==> src/rtl/cpu_pkg.sv <==
// Shared constants, state and write-back source encodings for the register-file
// access path.
package cpu_pkg;

  localparam int DATA_W   = 16;
  localparam int ADDR_W   = 4;
  localparam int NUM_REGS = 13;

  typedef enum logic [1:0] {
    IDLE,
    WAIT_HAZ,
    HOLD
  } rac_state_t;

  typedef enum logic [1:0] {
    WB_NONE,
    WB_ALU,
    WB_MEM
  } wb_src_t;

  // Addresses at or above NUM_REGS name registers that do not exist.
  function automatic logic addr_legal(input logic [ADDR_W-1:0] addr);
    return {1'b0, addr} < (ADDR_W + 1)'(NUM_REGS);
  endfunction

endpackage

==> src/rtl/reg_access_ctrl_if.sv <==
// Bundle of fetch, operand, write-back and register-file port signals owned by
// reg_access_ctrl; slave is the controller, master is its environment.
interface reg_access_ctrl_if;
  import cpu_pkg::*;

  logic              rd_req_valid;
  logic              rd_req_ready;
  logic [ADDR_W-1:0] rd_req_src1;
  logic [ADDR_W-1:0] rd_req_src2;
  logic [ADDR_W-1:0] rd_req_dst;
  logic              rd_req_dst_en;

  logic              op_valid;
  logic              op_ready;
  logic [DATA_W-1:0] op_a;
  logic [DATA_W-1:0] op_b;
  logic [ADDR_W-1:0] op_dst;

  logic              wb_alu_valid;
  logic [ADDR_W-1:0] wb_alu_addr;
  logic [DATA_W-1:0] wb_alu_data;
  logic              wb_mem_valid;
  logic              wb_mem_ready;
  logic [ADDR_W-1:0] wb_mem_addr;
  logic [DATA_W-1:0] wb_mem_data;

  logic [ADDR_W-1:0] rf_read_addr1;
  logic [ADDR_W-1:0] rf_read_addr2;
  logic [DATA_W-1:0] rf_read_data1;
  logic [DATA_W-1:0] rf_read_data2;
  logic              rf_write_enable;
  logic [ADDR_W-1:0] rf_write_addr;
  logic [DATA_W-1:0] rf_write_data;

  logic              err_addr;

  modport slave (
    input  rd_req_valid, rd_req_src1, rd_req_src2, rd_req_dst, rd_req_dst_en,
    output rd_req_ready,
    output op_valid, op_a, op_b, op_dst,
    input  op_ready,
    input  wb_alu_valid, wb_alu_addr, wb_alu_data,
    input  wb_mem_valid, wb_mem_addr, wb_mem_data,
    output wb_mem_ready,
    output rf_read_addr1, rf_read_addr2, rf_write_enable, rf_write_addr, rf_write_data,
    input  rf_read_data1, rf_read_data2,
    output err_addr
  );

  modport master (
    output rd_req_valid, rd_req_src1, rd_req_src2, rd_req_dst, rd_req_dst_en,
    input  rd_req_ready,
    input  op_valid, op_a, op_b, op_dst,
    output op_ready,
    output wb_alu_valid, wb_alu_addr, wb_alu_data,
    output wb_mem_valid, wb_mem_addr, wb_mem_data,
    input  wb_mem_ready,
    input  rf_read_addr1, rf_read_addr2, rf_write_enable, rf_write_addr, rf_write_data,
    output rf_read_data1, rf_read_data2,
    input  err_addr
  );

endinterface

==> src/rtl/reg_scoreboard.sv <==
// One pending bit per implemented register: set marks a write in flight, clear
// retires it; a same-edge set beats the clear because it names a newer producer.
module reg_scoreboard
  import cpu_pkg::*;
(
  input  logic              clk,
  input  logic              reset,
  input  logic              set_en,
  input  logic [ADDR_W-1:0] set_addr,
  input  logic              clr_en,
  input  logic [ADDR_W-1:0] clr_addr,
  input  logic [ADDR_W-1:0] lk1_addr,
  output logic              lk1_pending,
  input  logic [ADDR_W-1:0] lk2_addr,
  output logic              lk2_pending
);

  logic [NUM_REGS-1:0] pending;

  always_ff @(posedge clk) begin
    if (reset) begin
      pending <= '0;
    end else begin
      for (int i = 0; i < NUM_REGS; i++) begin
        if (set_en && (set_addr == ADDR_W'(i))) begin
          pending[i] <= 1'b1;
        end else if (clr_en && (clr_addr == ADDR_W'(i))) begin
          pending[i] <= 1'b0;
        end
      end
    end
  end

  // Out-of-range addresses never match an entry and so read as not pending.
  always_comb begin
    lk1_pending = 1'b0;
    lk2_pending = 1'b0;
    for (int i = 0; i < NUM_REGS; i++) begin
      if (lk1_addr == ADDR_W'(i)) lk1_pending = pending[i];
      if (lk2_addr == ADDR_W'(i)) lk2_pending = pending[i];
    end
  end

endmodule

==> src/rtl/reg_access_ctrl.sv <==
// Register-file initiator: operand fetch with scoreboard stalls and write-landing
// bypass, plus ALU-over-memory arbitration into a registered write port.
module reg_access_ctrl
  import cpu_pkg::*;
(
  input logic              clk,
  input logic              reset,
  reg_access_ctrl_if.slave bus
);

  rac_state_t        state, state_next;
  logic [ADDR_W-1:0] src1_q, src2_q, dst_q;
  logic              dst_en_q;
  logic [DATA_W-1:0] op_a_q, op_b_q;
  logic              wb_valid_q;
  logic [ADDR_W-1:0] wb_addr_q;
  logic [DATA_W-1:0] wb_data_q;
  logic              err_q;

  logic              req_fire, req_illegal;
  logic              pend1, pend2, hit1, hit2, ok1, ok2, both_ok, sb_set;
  logic [DATA_W-1:0] opnd1, opnd2;
  wb_src_t           wb_src;
  logic [ADDR_W-1:0] wb_addr_sel;
  logic [DATA_W-1:0] wb_data_sel;
  logic              wb_legal;

  assign req_fire    = (state == IDLE) && bus.rd_req_valid;
  assign req_illegal = !addr_legal(bus.rd_req_src1) || !addr_legal(bus.rd_req_src2) ||
                       (bus.rd_req_dst_en && !addr_legal(bus.rd_req_dst));

  reg_scoreboard u_scoreboard (
    .clk         (clk),
    .reset       (reset),
    .set_en      (sb_set),
    .set_addr    (dst_q),
    .clr_en      (wb_valid_q),
    .clr_addr    (wb_addr_q),
    .lk1_addr    (src1_q),
    .lk1_pending (pend1),
    .lk2_addr    (src2_q),
    .lk2_pending (pend2)
  );

  // A write landing this edge resolves its source and supplies the operand,
  // since the register file only shows the new value a cycle later.
  always_comb begin
    hit1    = wb_valid_q && (wb_addr_q == src1_q);
    hit2    = wb_valid_q && (wb_addr_q == src2_q);
    ok1     = !addr_legal(src1_q) || !pend1 || hit1;
    ok2     = !addr_legal(src2_q) || !pend2 || hit2;
    both_ok = ok1 && ok2;
    opnd1   = !addr_legal(src1_q) ? '0 : (hit1 ? wb_data_q : bus.rf_read_data1);
    opnd2   = !addr_legal(src2_q) ? '0 : (hit2 ? wb_data_q : bus.rf_read_data2);
    sb_set  = (state == WAIT_HAZ) && both_ok && dst_en_q && addr_legal(dst_q);
  end

  always_comb begin
    wb_src      = WB_NONE;
    wb_addr_sel = '0;
    wb_data_sel = '0;
    if (bus.wb_alu_valid) begin
      wb_src      = WB_ALU;
      wb_addr_sel = bus.wb_alu_addr;
      wb_data_sel = bus.wb_alu_data;
    end else if (bus.wb_mem_valid) begin
      wb_src      = WB_MEM;
      wb_addr_sel = bus.wb_mem_addr;
      wb_data_sel = bus.wb_mem_data;
    end
    wb_legal = addr_legal(wb_addr_sel);
  end

  always_ff @(posedge clk) begin
    if (reset) state <= IDLE;
    else       state <= state_next;
  end

  always_comb begin
    state_next = state;
    case (state)
      IDLE:     if (bus.rd_req_valid) state_next = WAIT_HAZ;
      WAIT_HAZ: if (both_ok)          state_next = HOLD;
      HOLD:     if (bus.op_ready)     state_next = IDLE;
      default:                        state_next = IDLE;
    endcase
  end

  // Every output is forced low while reset is asserted, even before the reset edge.
  always_comb begin
    bus.rd_req_ready    = 1'b0;
    bus.op_valid        = 1'b0;
    bus.op_a            = '0;
    bus.op_b            = '0;
    bus.op_dst          = '0;
    bus.wb_mem_ready    = 1'b0;
    bus.rf_read_addr1   = '0;
    bus.rf_read_addr2   = '0;
    bus.rf_write_enable = 1'b0;
    bus.rf_write_addr   = '0;
    bus.rf_write_data   = '0;
    bus.err_addr        = 1'b0;
    if (!reset) begin
      bus.rd_req_ready    = (state == IDLE);
      bus.op_valid        = (state == HOLD);
      bus.op_a            = op_a_q;
      bus.op_b            = op_b_q;
      bus.op_dst          = dst_q;
      bus.wb_mem_ready    = !bus.wb_alu_valid;
      bus.rf_read_addr1   = src1_q;
      bus.rf_read_addr2   = src2_q;
      bus.rf_write_enable = wb_valid_q;
      bus.rf_write_addr   = wb_addr_q;
      bus.rf_write_data   = wb_data_q;
      bus.err_addr        = err_q;
    end
  end

  always_ff @(posedge clk) begin
    if (reset) begin
      src1_q     <= '0;
      src2_q     <= '0;
      dst_q      <= '0;
      dst_en_q   <= 1'b0;
      op_a_q     <= '0;
      op_b_q     <= '0;
      wb_valid_q <= 1'b0;
      wb_addr_q  <= '0;
      wb_data_q  <= '0;
      err_q      <= 1'b0;
    end else begin
      if (req_fire) begin
        src1_q   <= bus.rd_req_src1;
        src2_q   <= bus.rd_req_src2;
        dst_q    <= bus.rd_req_dst;
        dst_en_q <= bus.rd_req_dst_en;
      end
      if ((state == WAIT_HAZ) && both_ok) begin
        op_a_q <= opnd1;
        op_b_q <= opnd2;
      end
      wb_valid_q <= (wb_src != WB_NONE) && wb_legal;
      wb_addr_q  <= wb_addr_sel;
      wb_data_q  <= wb_data_sel;
      if ((req_fire && req_illegal) || ((wb_src != WB_NONE) && !wb_legal)) begin
        err_q <= 1'b1;
      end
    end
  end

endmodule

==> src/flat_wrapper.sv <==
// flat-port wrapper written by rule: the top's interface ports become plain ports
module reg_access_ctrl_flat import cpu_pkg::*;
  (clk, reset, bus_rd_req_valid, bus_rd_req_src1, bus_rd_req_src2, bus_rd_req_dst, bus_rd_req_dst_en, bus_rd_req_ready, bus_op_valid, bus_op_a, bus_op_b, bus_op_dst, bus_op_ready, bus_wb_alu_valid, bus_wb_alu_addr, bus_wb_alu_data, bus_wb_mem_valid, bus_wb_mem_addr, bus_wb_mem_data, bus_wb_mem_ready, bus_rf_read_addr1, bus_rf_read_addr2, bus_rf_write_enable, bus_rf_write_addr, bus_rf_write_data, bus_rf_read_data1, bus_rf_read_data2, bus_err_addr);
  reg_access_ctrl_if bus_i ();
  input logic clk;
  input logic reset;
  input wire logic [$bits(bus_i.rd_req_valid)-1:0] bus_rd_req_valid;
  input wire logic [$bits(bus_i.rd_req_src1)-1:0] bus_rd_req_src1;
  input wire logic [$bits(bus_i.rd_req_src2)-1:0] bus_rd_req_src2;
  input wire logic [$bits(bus_i.rd_req_dst)-1:0] bus_rd_req_dst;
  input wire logic [$bits(bus_i.rd_req_dst_en)-1:0] bus_rd_req_dst_en;
  output wire logic [$bits(bus_i.rd_req_ready)-1:0] bus_rd_req_ready;
  output wire logic [$bits(bus_i.op_valid)-1:0] bus_op_valid;
  output wire logic [$bits(bus_i.op_a)-1:0] bus_op_a;
  output wire logic [$bits(bus_i.op_b)-1:0] bus_op_b;
  output wire logic [$bits(bus_i.op_dst)-1:0] bus_op_dst;
  input wire logic [$bits(bus_i.op_ready)-1:0] bus_op_ready;
  input wire logic [$bits(bus_i.wb_alu_valid)-1:0] bus_wb_alu_valid;
  input wire logic [$bits(bus_i.wb_alu_addr)-1:0] bus_wb_alu_addr;
  input wire logic [$bits(bus_i.wb_alu_data)-1:0] bus_wb_alu_data;
  input wire logic [$bits(bus_i.wb_mem_valid)-1:0] bus_wb_mem_valid;
  input wire logic [$bits(bus_i.wb_mem_addr)-1:0] bus_wb_mem_addr;
  input wire logic [$bits(bus_i.wb_mem_data)-1:0] bus_wb_mem_data;
  output wire logic [$bits(bus_i.wb_mem_ready)-1:0] bus_wb_mem_ready;
  output wire logic [$bits(bus_i.rf_read_addr1)-1:0] bus_rf_read_addr1;
  output wire logic [$bits(bus_i.rf_read_addr2)-1:0] bus_rf_read_addr2;
  output wire logic [$bits(bus_i.rf_write_enable)-1:0] bus_rf_write_enable;
  output wire logic [$bits(bus_i.rf_write_addr)-1:0] bus_rf_write_addr;
  output wire logic [$bits(bus_i.rf_write_data)-1:0] bus_rf_write_data;
  input wire logic [$bits(bus_i.rf_read_data1)-1:0] bus_rf_read_data1;
  input wire logic [$bits(bus_i.rf_read_data2)-1:0] bus_rf_read_data2;
  output wire logic [$bits(bus_i.err_addr)-1:0] bus_err_addr;
  assign bus_i.rd_req_valid = bus_rd_req_valid;
  assign bus_i.rd_req_src1 = bus_rd_req_src1;
  assign bus_i.rd_req_src2 = bus_rd_req_src2;
  assign bus_i.rd_req_dst = bus_rd_req_dst;
  assign bus_i.rd_req_dst_en = bus_rd_req_dst_en;
  assign bus_rd_req_ready = bus_i.rd_req_ready;
  assign bus_op_valid = bus_i.op_valid;
  assign bus_op_a = bus_i.op_a;
  assign bus_op_b = bus_i.op_b;
  assign bus_op_dst = bus_i.op_dst;
  assign bus_i.op_ready = bus_op_ready;
  assign bus_i.wb_alu_valid = bus_wb_alu_valid;
  assign bus_i.wb_alu_addr = bus_wb_alu_addr;
  assign bus_i.wb_alu_data = bus_wb_alu_data;
  assign bus_i.wb_mem_valid = bus_wb_mem_valid;
  assign bus_i.wb_mem_addr = bus_wb_mem_addr;
  assign bus_i.wb_mem_data = bus_wb_mem_data;
  assign bus_wb_mem_ready = bus_i.wb_mem_ready;
  assign bus_rf_read_addr1 = bus_i.rf_read_addr1;
  assign bus_rf_read_addr2 = bus_i.rf_read_addr2;
  assign bus_rf_write_enable = bus_i.rf_write_enable;
  assign bus_rf_write_addr = bus_i.rf_write_addr;
  assign bus_rf_write_data = bus_i.rf_write_data;
  assign bus_i.rf_read_data1 = bus_rf_read_data1;
  assign bus_i.rf_read_data2 = bus_rf_read_data2;
  assign bus_err_addr = bus_i.err_addr;
  reg_access_ctrl u_core (.clk(clk), .reset(reset), .bus(bus_i));
endmodule
==> config.mk <==
export PLATFORM = sky130hd
export DESIGN_NAME = reg_access_ctrl_flat
export DESIGN_NICKNAME = d
export VERILOG_FILES = /design/src/rtl/cpu_pkg.sv /design/src/rtl/reg_access_ctrl_if.sv /design/src/rtl/reg_scoreboard.sv /design/src/rtl/reg_access_ctrl.sv /design/src/flat_wrapper.sv
export SDC_FILE = /design/constraint.sdc
export NUM_CORES = 1
export LEC_CHECK = 0
export BUFFER_PORTS_ARGS = -buffer_cell sky130_fd_sc_hd__buf_4
export CAP_MARGIN = 10
export CELL_PAD_IN_SITES_DETAIL_PLACEMENT = 1
export CELL_PAD_IN_SITES_GLOBAL_PLACEMENT = 2
export CORE_ASPECT_RATIO = 0.6
export CORE_MARGIN = 5
export CORE_UTILIZATION = 25
export DETAILED_ROUTE_END_ITERATION = 8
export HOLD_SLACK_MARGIN = 0.12
export PLACE_DENSITY = 0.77
export SLEW_MARGIN = 25
export SYNTH_ARGS = -nofsm -noshare
export SYNTH_HDL_FRONTEND = slang
export SYNTH_SLANG_ARGS = --single-unit
==> constraint.sdc <==
create_clock -name clk -period 1.98 [get_ports clk]
set_input_delay 0.198 -clock clk [delete_from_list [all_inputs] [get_ports clk]]
set_output_delay 0.198 -clock clk [all_outputs]
set_load 0.02 [all_outputs]
Word-level counts from Yosys, hierarchy flattened
Cells that the tools add are included.

cells by class
  $lt $le $gt $ge = 7
  equal/unequal tests = 55
  muxes and demuxes = 78
  reduce and logical (&&, ||, !) cells = 73

operators with widths
  operator                                                                  count
  16-bit two-way mux                                                        9
  4-bit equality test (second input constant)                               20
  4-bit by 3-bit equality test with 1-bit output (second input constant)    16
  1-bit two-way mux                                                         57
  1-bit logical AND                                                         37
  4-bit by 2-bit equality test with 1-bit output (second input constant)    8
  4-bit less-than comparator (second input constant)                        7
  2-bit nonzero test                                                        14
  4-bit two-way mux                                                         6
  4-bit by 1-bit equality test with 1-bit output (second input constant)    4
  4-bit zero test                                                           4
  2-bit two-way mux                                                         5
  1-bit zero test                                                           9
  4-bit equality test                                                       2
  1-bit logical OR                                                          7
  2-bit case mux with 3 select lines                                        1
  2-bit inequality test (second input constant)                             2
  3-bit AND reduction                                                       1
  2-bit by 1-bit equality test with 1-bit output (second input constant)    1
  2-bit equality test (second input constant)                               1
  2-bit zero test                                                           1
  2-bit by 1-bit inequality test with 1-bit output (second input constant)  1

word-level totals
  register bits = 82
  input bits = 91

Depth between registers and ports, before layout
Gate-level depths: netlist of the first run.

  word-level depth = 23
  depth in mapped cells = 8

Hierarchy
A second synthesis of the first run with hierarchy kept.

second synthesis, totals
  cells, all modules = 519
  area, all modules = 4509.3 um^2

by module, submodules not included
  module           times used  cells an instance  area each (um^2)
  reg_access_ctrl  1           427                3721.1
  reg_scoreboard   1           92                 788.3

Least setup slack after synthesis of the first run
OpenSTA, ideal clock, no wires.

  path kind = register to register
  start = reg u_core.src1_q[0]
  end = reg u_core.op_a_q[10]
  library setup time = 0.101 ns
  arrival = 2.042 ns
  required time = 1.879 ns
  slack = -0.163 ns
  stages on the path, launching flop included = 8
  path buffers = 2
  clock period less this slack = 2.143 ns
  cells stage by stage = dfxtp_1 > buf_6 > mux4_2 > a22o_1 > o221a_4 > nand4b_4 > buf_6 > o41ai_1

between the ends
  word-level cells in the longest chain between the ends = 19
  elaborated cells between the ends (all ways) = 37

ends and longest elaborated chain
  item                              RTL line                RTL
  start, declared                   reg_access_ctrl.sv:12   logic [ADDR_W-1:0] src1_q, src2_q, dst_q;
  start signal, assigned            reg_access_ctrl.sv:133  src1_q <= bus.rd_req_src1;
  4-bit zero test                   reg_scoreboard.sv:39    if (lk1_addr == ADDR_W'(i)) lk1_pending = pending[i];
  1-bit two-way mux (13 in series)  reg_scoreboard.sv:39
  1-bit zero test                   reg_access_ctrl.sv:50   ok1 = !addr_legal(src1_q) || !pend1 || hit1;
  1-bit logical OR (2 in series)    reg_access_ctrl.sv:50
  1-bit logical AND                 reg_access_ctrl.sv:52   both_ok = ok1 && ok2;
  1-bit logical AND                 reg_access_ctrl.sv:138  if ((state == WAIT_HAZ) && both_ok) begin
  end signal, assigned              reg_access_ctrl.sv:139  op_a_q <= opnd1;
  end, declared                     reg_access_ctrl.sv:14   logic [DATA_W-1:0] op_a_q, op_b_q;

Parallel ways exist; a longest one is shown, timed or not.
A chain may end at the register's enable or synchronous reset.

Final worst setup path of the first run
  start = reg u_core.src1_q[0]
  end = reg u_core.op_b_q[12]

between the ends
  word-level cells in the longest chain between the ends = 19
  elaborated cells between the ends (all ways) = 35

ends and longest elaborated chain
  item                              RTL line                RTL
  4-bit zero test                   reg_scoreboard.sv:39
  1-bit two-way mux (13 in series)  reg_scoreboard.sv:39
  1-bit zero test                   reg_access_ctrl.sv:50
  1-bit logical OR                  reg_access_ctrl.sv:50
  1-bit logical OR (*)              reg_access_ctrl.sv:50
  1-bit logical AND (*)             reg_access_ctrl.sv:52
  1-bit logical AND (*)             reg_access_ctrl.sv:138
  end signal, assigned              reg_access_ctrl.sv:140  op_b_q <= opnd2;
  end, declared                     reg_access_ctrl.sv:14

Mark *: on every way between the ends. The rest lies on a longest branch, timed or not.

==> results of run 1 <==
==> synth_stat cells (3+ instances only) <==
master / instances
clkbuf_1: 34
buf_2: 8
dfxtp_1: 82
a22oi_1: 19
o31ai_1: 13
nor2_1: 34
mux2i_1: 37
buf_1: 3
o211ai_1: 6
nand2b_1: 5
nand3_1: 12
a21oi_1: 16
nor3_1: 4
buf_6: 4
nor2b_1: 71
nor3b_1: 3
o311ai_0: 4
nand4_1: 3
o21ai_0: 34
nand2_1: 42
xor2_1: 3
o41ai_1: 32
xnor2_1: 5
nand3b_1: 3
==> worst reg2reg max path, cell delays in order, from the launching register on <==
cell and delay (ps):
dfxtp_4 360, mux4_2 490, a22o_1 220, o221a_4 240, nand4b_4 200, buf_12 180, buf_16 150, o41ai_4 230
==> stage by stage <==
stage	util, %	area (µm²)	hold WS (ps)	power [mW]
final	41.0	7010	120	5.13
after global routing	41.0	7010	125	5.31
after CTS	39.6	6760	120	5.05
after detailed placement	35.9	6130	438	3.07
after global placement	35.9	6130	444	3.04
after floorplan	-	4540	326	2.54
==> cell families after synthesis <==
| logic type | after synthesis | share of synthesized area (%) |
|---|---|---|
| AND/OR/NAND/NOR | 185 | 22.6 |
| AO/OA/AOI/OAI | 139 | 22.6 |
| buffers and inverters | 51 | 5.35 |
| XOR/XNOR | 8 | 1.62 |
| multiplexers | 40 | 9.86 |
| flip-flops | 82 | 37.9 |
==> report_power, final <==
part           internal [mW]  switching (mW)
combinational          0.649           0.762
sequential              1.76           0.101
clock                   1.14           0.711
==> metal layers <==
metal	part of all wire [%]	track usage [%]	vias up
met5	0	0	-
met4	0.82	3.60	0
met3	7.0	4.90	15
met2	41	26.2	149
met1	51	28.6	2322
li1	-	-	2205
==> cell type report <==
class                      instances  area [µm²]  share of cell area [%]
clock inverter                     5        86.3                    1.23
sequential                        82        1650                    23.5
multi-input combinational        372        2890                    41.2
tap                              234         293                    4.18
timing repair buffer             223        1850                    26.3
inverter                           2        7.51                   0.107
clock buffer                      10         239                    3.41
==> worst max path at each step <==
stage,end,slack [ps],cells after the start
after floorplan,u_core.op_b_q[10],-110,7
after global placement,u_core.u_scoreboard.pending[3],-120,6
after detailed placement,u_core.u_scoreboard.pending[7],-220,6
after CTS,u_core.op_b_q[6],-210,8
after global routing,u_core.op_a_q[6],-270,7
final,u_core.op_b_q[12],-200,7
==> what timing repair did <==
item | in CTS | in global routing
setup endpoints to repair | 46 | 47
hold endpoints to repair | 12 | 0
gates cloned | 2 | 1
hold buffers | 12 | 0
setup buffers | 6 | 2
pin swaps | 11 | 11
gates resized for setup | 33 | 46
==> flip-flops by register name, summed over array words and instances (netlist names) <==
register                     cells
u_core.wb_valid_q                1
u_core.src2_q                    4
u_core.dst_en_q                  1
u_core.op_a_q                   16
u_core.dst_q                     4
u_core.err_q                     1
u_core.wb_data_q                16
u_core.wb_addr_q                 4
u_core.state                     2
u_core.op_b_q                   16
u_core.u_scoreboard.pending     13
u_core.src1_q                    4
==> summary.md, run 1 <==
| Metric | Value |
|---|---|
| Status | finished with violations |
| Failing checks | negative setup slack |
| Hold Path End | u_core.wb_data_q[4] |
| Bufs and invs on worst path | 2 |
| Setup-failing EPs final | 46 |
| Remaining DRCs | 0 |
| Min-Delay Path Depth | 3 |
| Mean Syn Cell Area | 8.57 µm² |
| Layout Cells excl Fill | 928 |
| Critical path class | reg -> reg |
| Hold Violations, Final | 0 |
| Fill count | 1982 |
| Crit path cell chain | mux4_2, a22o_1, o221a_4, nand4b_4, buf_12, buf_16, o41ai_4 |
| Initial core utilization | 25.3% |
| Class of the worst hold path | in -> reg |
| Share of post-route cells with drive strength above 1 | 41.6% |
| Die height | 112 µm |
| Worst hold start | bus_wb_mem_data[4] |
| Critical path peak fanout | 7 |
| Yosys top cell area share | 37.9% |
| Syn_nets | 596 |
| Largest net degree at the start of global routing | 40 |
| Synth Flop Type | dfxtp_1 |
| Clock Skews | 8.96 ps |
| Core footprint | 0.0171 mm² |
| Crit path max-delay family | compound AO/OA/AOI/OAI gates |
| Die width | 180 µm |
| # nets final | 781 |
| #FFs+latches synth | 82 |
| Dpl hpwl | 14.8 mm |
| Synth cell types | 45 |
| CTS max path bufs | 2 |
| Max-cap violation count | 0 |
| Worst-margin pin slew | 657 ps |
| Worst-Skew Late Latency | 340 ps |
| Layout area overhead | 61.9% |
| Slew Limit Fails | 0 |
| Slowest library cell on the worst path | mux4_2 |
| DR pass1 iterations | 4 |
| Synth Cell Area | 0.00433 mm² |
| CP Launch Point | u_core.src1_q[0] |
| CTS tree | built |
| Leading cell type in the layout, fill and taps excluded | buf_4 |
| Tot GR Track Use | 18.7% |
| Die ar. | 0.0201 mm² |
| Leak | 3.08 nW |
| FF-to-FF path depth | 7 |
| Final min period | 2180 ps |
| CP Data Arrival Time | 2410 ps |
| Unrepaired setup endpoints after global routing | yes |
| Port bufs | 159 |
| Initial DRC count | 304 |
| Vias | 4691 |
| FF-to-FF setup slack | -200 ps |
| RD Place Congestion | 0.846 |
| Synth async-reset ratio | 0% |
| Ys Warns | 0 |
| Worst Path Required | 2220 ps |
| Most frequent cells in the layout | buf_4 (198), dfxtp_1 (78), nor2b_1 (71) |
| Post-synth top area cell | dfxtp_1 |
| Final worst slack | -198 ps |
| Post-synthesis sequential area ratio | 37.9% |
| # placed instances | 891 |
| DP Worst Slack | -218 ps |
| Row cnt | 37 |
| GRT Residual Overflow | 0 |
| Vias in the first global route | 4873 |
| Tcrit/Tclk final | 110% |
| Post-synth EDFFs | 0 |
| Post-route ant nets | 0 |
| CTS Sinks | 82 |
| First-pass GRT wire length | 29.4 mm |
| Initial antenna violation count | 0 |
| RR Endpoint | u_core.op_b_q[12] |
| Cells after Synth | 505 |
| Max-slew headroom | 56.2% |
| Critical Path Max Stage Delay | 490 ps |
| Area contributors post-synth | dfxtp_1 (38%), nor2b_1 (10%), mux2i_1 (8.6%) |
| Worst r2r src | u_core.src1_q[0] |
| Routed wire length | 19.7 mm |
| Peak Freq | 459 MHz |
| CTS root buffer | clkbuf_16 |
| Setup_tns | -6640 ps |
| Ports | 160 |
| CP Launch Type | flip-flop |
| Drt wl/cell | 21.3 µm |
| H-tree depth | 3 |
| PwrDens | 732 mW/mm² |
| VDD IR max | 0.412 mV |
| CTS buffer count | 9 |
| Diode count | 0 |
| Drt via density | 5.05 |
| Clk slew on worst S/H paths | 60 ps |
| Crit end category | flip-flop |
(Power assumes the default switching activity.)
==> run 2: changes to the inputs <==
Settings changed: CORE_UTILIZATION 25 to 26, CTS_BUF_LIST set to sky130_fd_sc_hd__clkbuf_8, PLACE_DENSITY 0.77 to 0.79.
==> run 2 against run 1 <==
Effect of this change: the flow still finishes with violations (negative setup slack); maximum frequency fell by 1.8%; utilization increased by 3.8 points; combinational power up 4%; via count increased by 5.0%; largest power group unchanged; highest routed layer unchanged.
==> summary.md, run 2 (synthesized netlist as in run 1, its figures left out) <==
| Metric | Value |
|---|---|
| Status | finished with violations |
| Failing checks | negative setup slack |
| Final Power | 4.97 mW (-3.0%) |
| Peak Freq | 451 MHz (-1.8%) |
| Critical Path Max Stage Delay | 500 ps (about the same) |
| Final core utilization | 44.9% (+3.8 points) |
| Drt via density | 5.12 (+1.3%) |
| H-tree depth | 3 (unchanged) |
| Worst-Skew Late Latency | 360 ps (+20 ps) |
| Met3 Wirelength | 1.74 mm (+26%) |
| Multi-input logic area | 0.00291 mm² (+0.82%) |
| Setup-failing EPs final | 47 (+2.2%) |
| GRT Residual Overflow | 0 (unchanged) |
| Vias | 4926 (+5.0%) |
| Core footprint | 0.0163 mm² (-4.8%) |
| Most frequent cells in the layout | buf_4 (204), dfxtp_1 (77), nor2b_1 (71) |
| Slew Limit Fails | 0 (unchanged) |
| VDD IR max | 0.283 mV (-31%) |
| FF-to-FF setup slack | -240 ps (-40 ps) |
| Layout area overhead | 68.6% |
| Hold Path End | u_core.wb_data_q[12] |
| Worst Path Required | 2230 ps (about the same) |
| Unrepaired setup endpoints after global routing | yes |
| Crit path cell chain | mux4_2, a22o_1, o221a_4, nand4b_4, buf_12, buf_12, o41ai_2 |
| CTS tree | built |
| Final min period | 2220 ps (+39.1 ps) |
| # nets final | 819 (+4.9%) |
| Reg area | 0.00165 mm² (about the same) |
| Crit end category | flip-flop |
| Post-route ant nets | 0 (unchanged) |
| Hold Violations, Final | 0 (unchanged) |
| Max-cap violation count | 0 (unchanged) |
| Worst-margin pin slew | 639 ps (-17.9 ps) |
| Final worst slack | -237 ps (-39.1 ps) |
| Class of the worst hold path | in -> reg |
| CP Data Arrival Time | 2460 ps (+50 ps) |
| CP Launch Point | u_core.src1_q[0] |
| Remaining DRCs | 0 (unchanged) |
| Clock Skews | 10.6 ps (+1.63 ps) |
| Leak | 3.17 nW (+3.1%) |
| Routed wire length | 21.3 mm (+8.1%) |
| Initial antenna violation count | 0 (unchanged) |
| Initial core utilization | 26.6% (+1.3 points) |
| WL met1 | 10.5 mm (+3.2%) |
| Max-slew headroom | 56.8% (+0.65 points) |
| CTS Sinks | 82 (unchanged) |
| Largest net degree at the start of global routing | 39 (-2.5%) |
| Die width | 177 µm (-1.8%) |
| Fill count | 1864 (-6.0%) |
| RD Place Congestion | 0.875 (+3.4%) |
| Critical path peak fanout | 8 (+1) |
| Dpl hpwl | 15.1 mm (+2.0%) |
| Share of post-route cells with drive strength above 1 | 39.4% (-2.2 points) |
| Min-Delay Path Depth | 3 (unchanged) |
| Die height | 110 µm (-1.8%) |
| FF-to-FF path depth | 7 (unchanged) |
| Leading cell type in the layout, fill and taps excluded | buf_4 |
| Die ar. | 0.0194 mm² (-3.6%) |
| RR Endpoint | u_core.op_b_q[14] |
| Tot GR Track Use | 21.4% (+2.7 points) |
| Initial DRC count | 430 (+41%) |
| CTS root buffer | clkbuf_8 |
| Tcrit/Tclk final | 112% (+2.0 points) |
| Worst hold start | bus_wb_alu_data[12] |
| Most used cell along the critical path | buf_12 |
| First-pass GRT wire length | 31.5 mm (+7.1%) |
| Port bufs | 159 (unchanged) |
| CTS max path bufs | 2 (unchanged) |
| DR top layer | met4 |
| Critical path class | reg -> reg |
| PwrDens | 682 mW/mm² (-6.9%) |
| Clk slew on worst S/H paths | 90 ps (+30 ps) |
| Row cnt | 36 (-2.7%) |
| Worst r2r src | u_core.src1_q[0] |
| Routed wl met2 | 8.86 mm (+10%) |
| Vias in the first global route | 5161 (+5.9%) |
| DR pass1 iterations | 5 (+1) |
| CP Launch Type | flip-flop |
| Largest regs | u_core.op_a_q (16), u_core.op_b_q (16), u_core.wb_data_q (16) |
| Ports | 160 (unchanged) |
| CTS buffer count | 9 (unchanged) |
| Drt wl/cell | 22.2 µm (+4.3%) |
| Slowest library cell on the worst path | mux4_2 |
run 2: power by group:
group	internal [mW]	total [mW]	switching [mW]
clock network	0.969	1.65	0.678
registers	1.76	1.87	0.104
logic	0.677	1.46	0.782
total	3.41	4.97	1.56
run 2: cell type report:
| cell class | instances | share of cell area [%] |
|---|---|---|
| sequential | 82 | 22.6 |
| clock inverter | 7 | 1.94 |
| timing repair buffer | 260 | 29.8 |
| antenna | 1 | 0.0343 |
| clock buffer | 9 | 1.70 |
| tap | 228 | 3.91 |
| multi-input combinational | 373 | 39.9 |
| inverter | 2 | 0.103 |
run 2: how the worst max path moves through the flow:
| stage | to | slack, ps | cells after the start |
|---|---|---|---|
| 2_1_floorplan | u_core.op_b_q[10] | -110 | 7 |
| 3_3_place_gp | u_core.op_b_q[5] | -160 | 6 |
| 3_5_place_dp | u_core.u_scoreboard.pending[9] | -310 | 8 |
| 4_1_cts | u_core.op_b_q[5] | -220 | 7 |
| 5_1_grt | u_core.op_b_q[14] | -350 | 8 |
| 6_report | u_core.op_b_q[14] | -240 | 7 |
run 2: per-stage QoR:
stage                     std cells  setup slack (ps)  hold slack (ps)  area [µm²]  setup TNS (ps)
after floorplan                 505              -112              326        4540           -4830
after global placement          895              -162              456        6200           -6560
after detailed placement        895              -307              452        6200          -11040
after CTS                       960              -223              120        7050           -8380
after global routing            961              -351              140        7290           -9440
final                           962              -237              136        7290           -5670
run 2: what timing repair did:
| action | in CTS | in global routing |
|---|---|---|
| pin swaps | 1 | 5 |
| hold endpoints to repair | 34 | 1 |
| setup endpoints to repair | 47 | 47 |
| cloned | 2 | 0 |
| hold buffers | 44 | 1 |
| gates resized for setup | 17 | 53 |
| setup buffers | 3 | 0 |
run 2: worst max-delay path: cells and delay by family, from the launching register on:
family | cells | cell delay, ps
flip-flops | 1 | 380
AO/OA/AOI/OAI | 3 | 700
buffers and inverters | 2 | 320
AND/OR/NAND/NOR | 1 | 190
multiplexers | 1 | 500
run 2: layer usage:
layer	vias up	track usage [%]
li1	2284	-
met1	2440	31.4
met2	185	30.7
met3	17	6.67
met4	0	4.14
met5	-	0
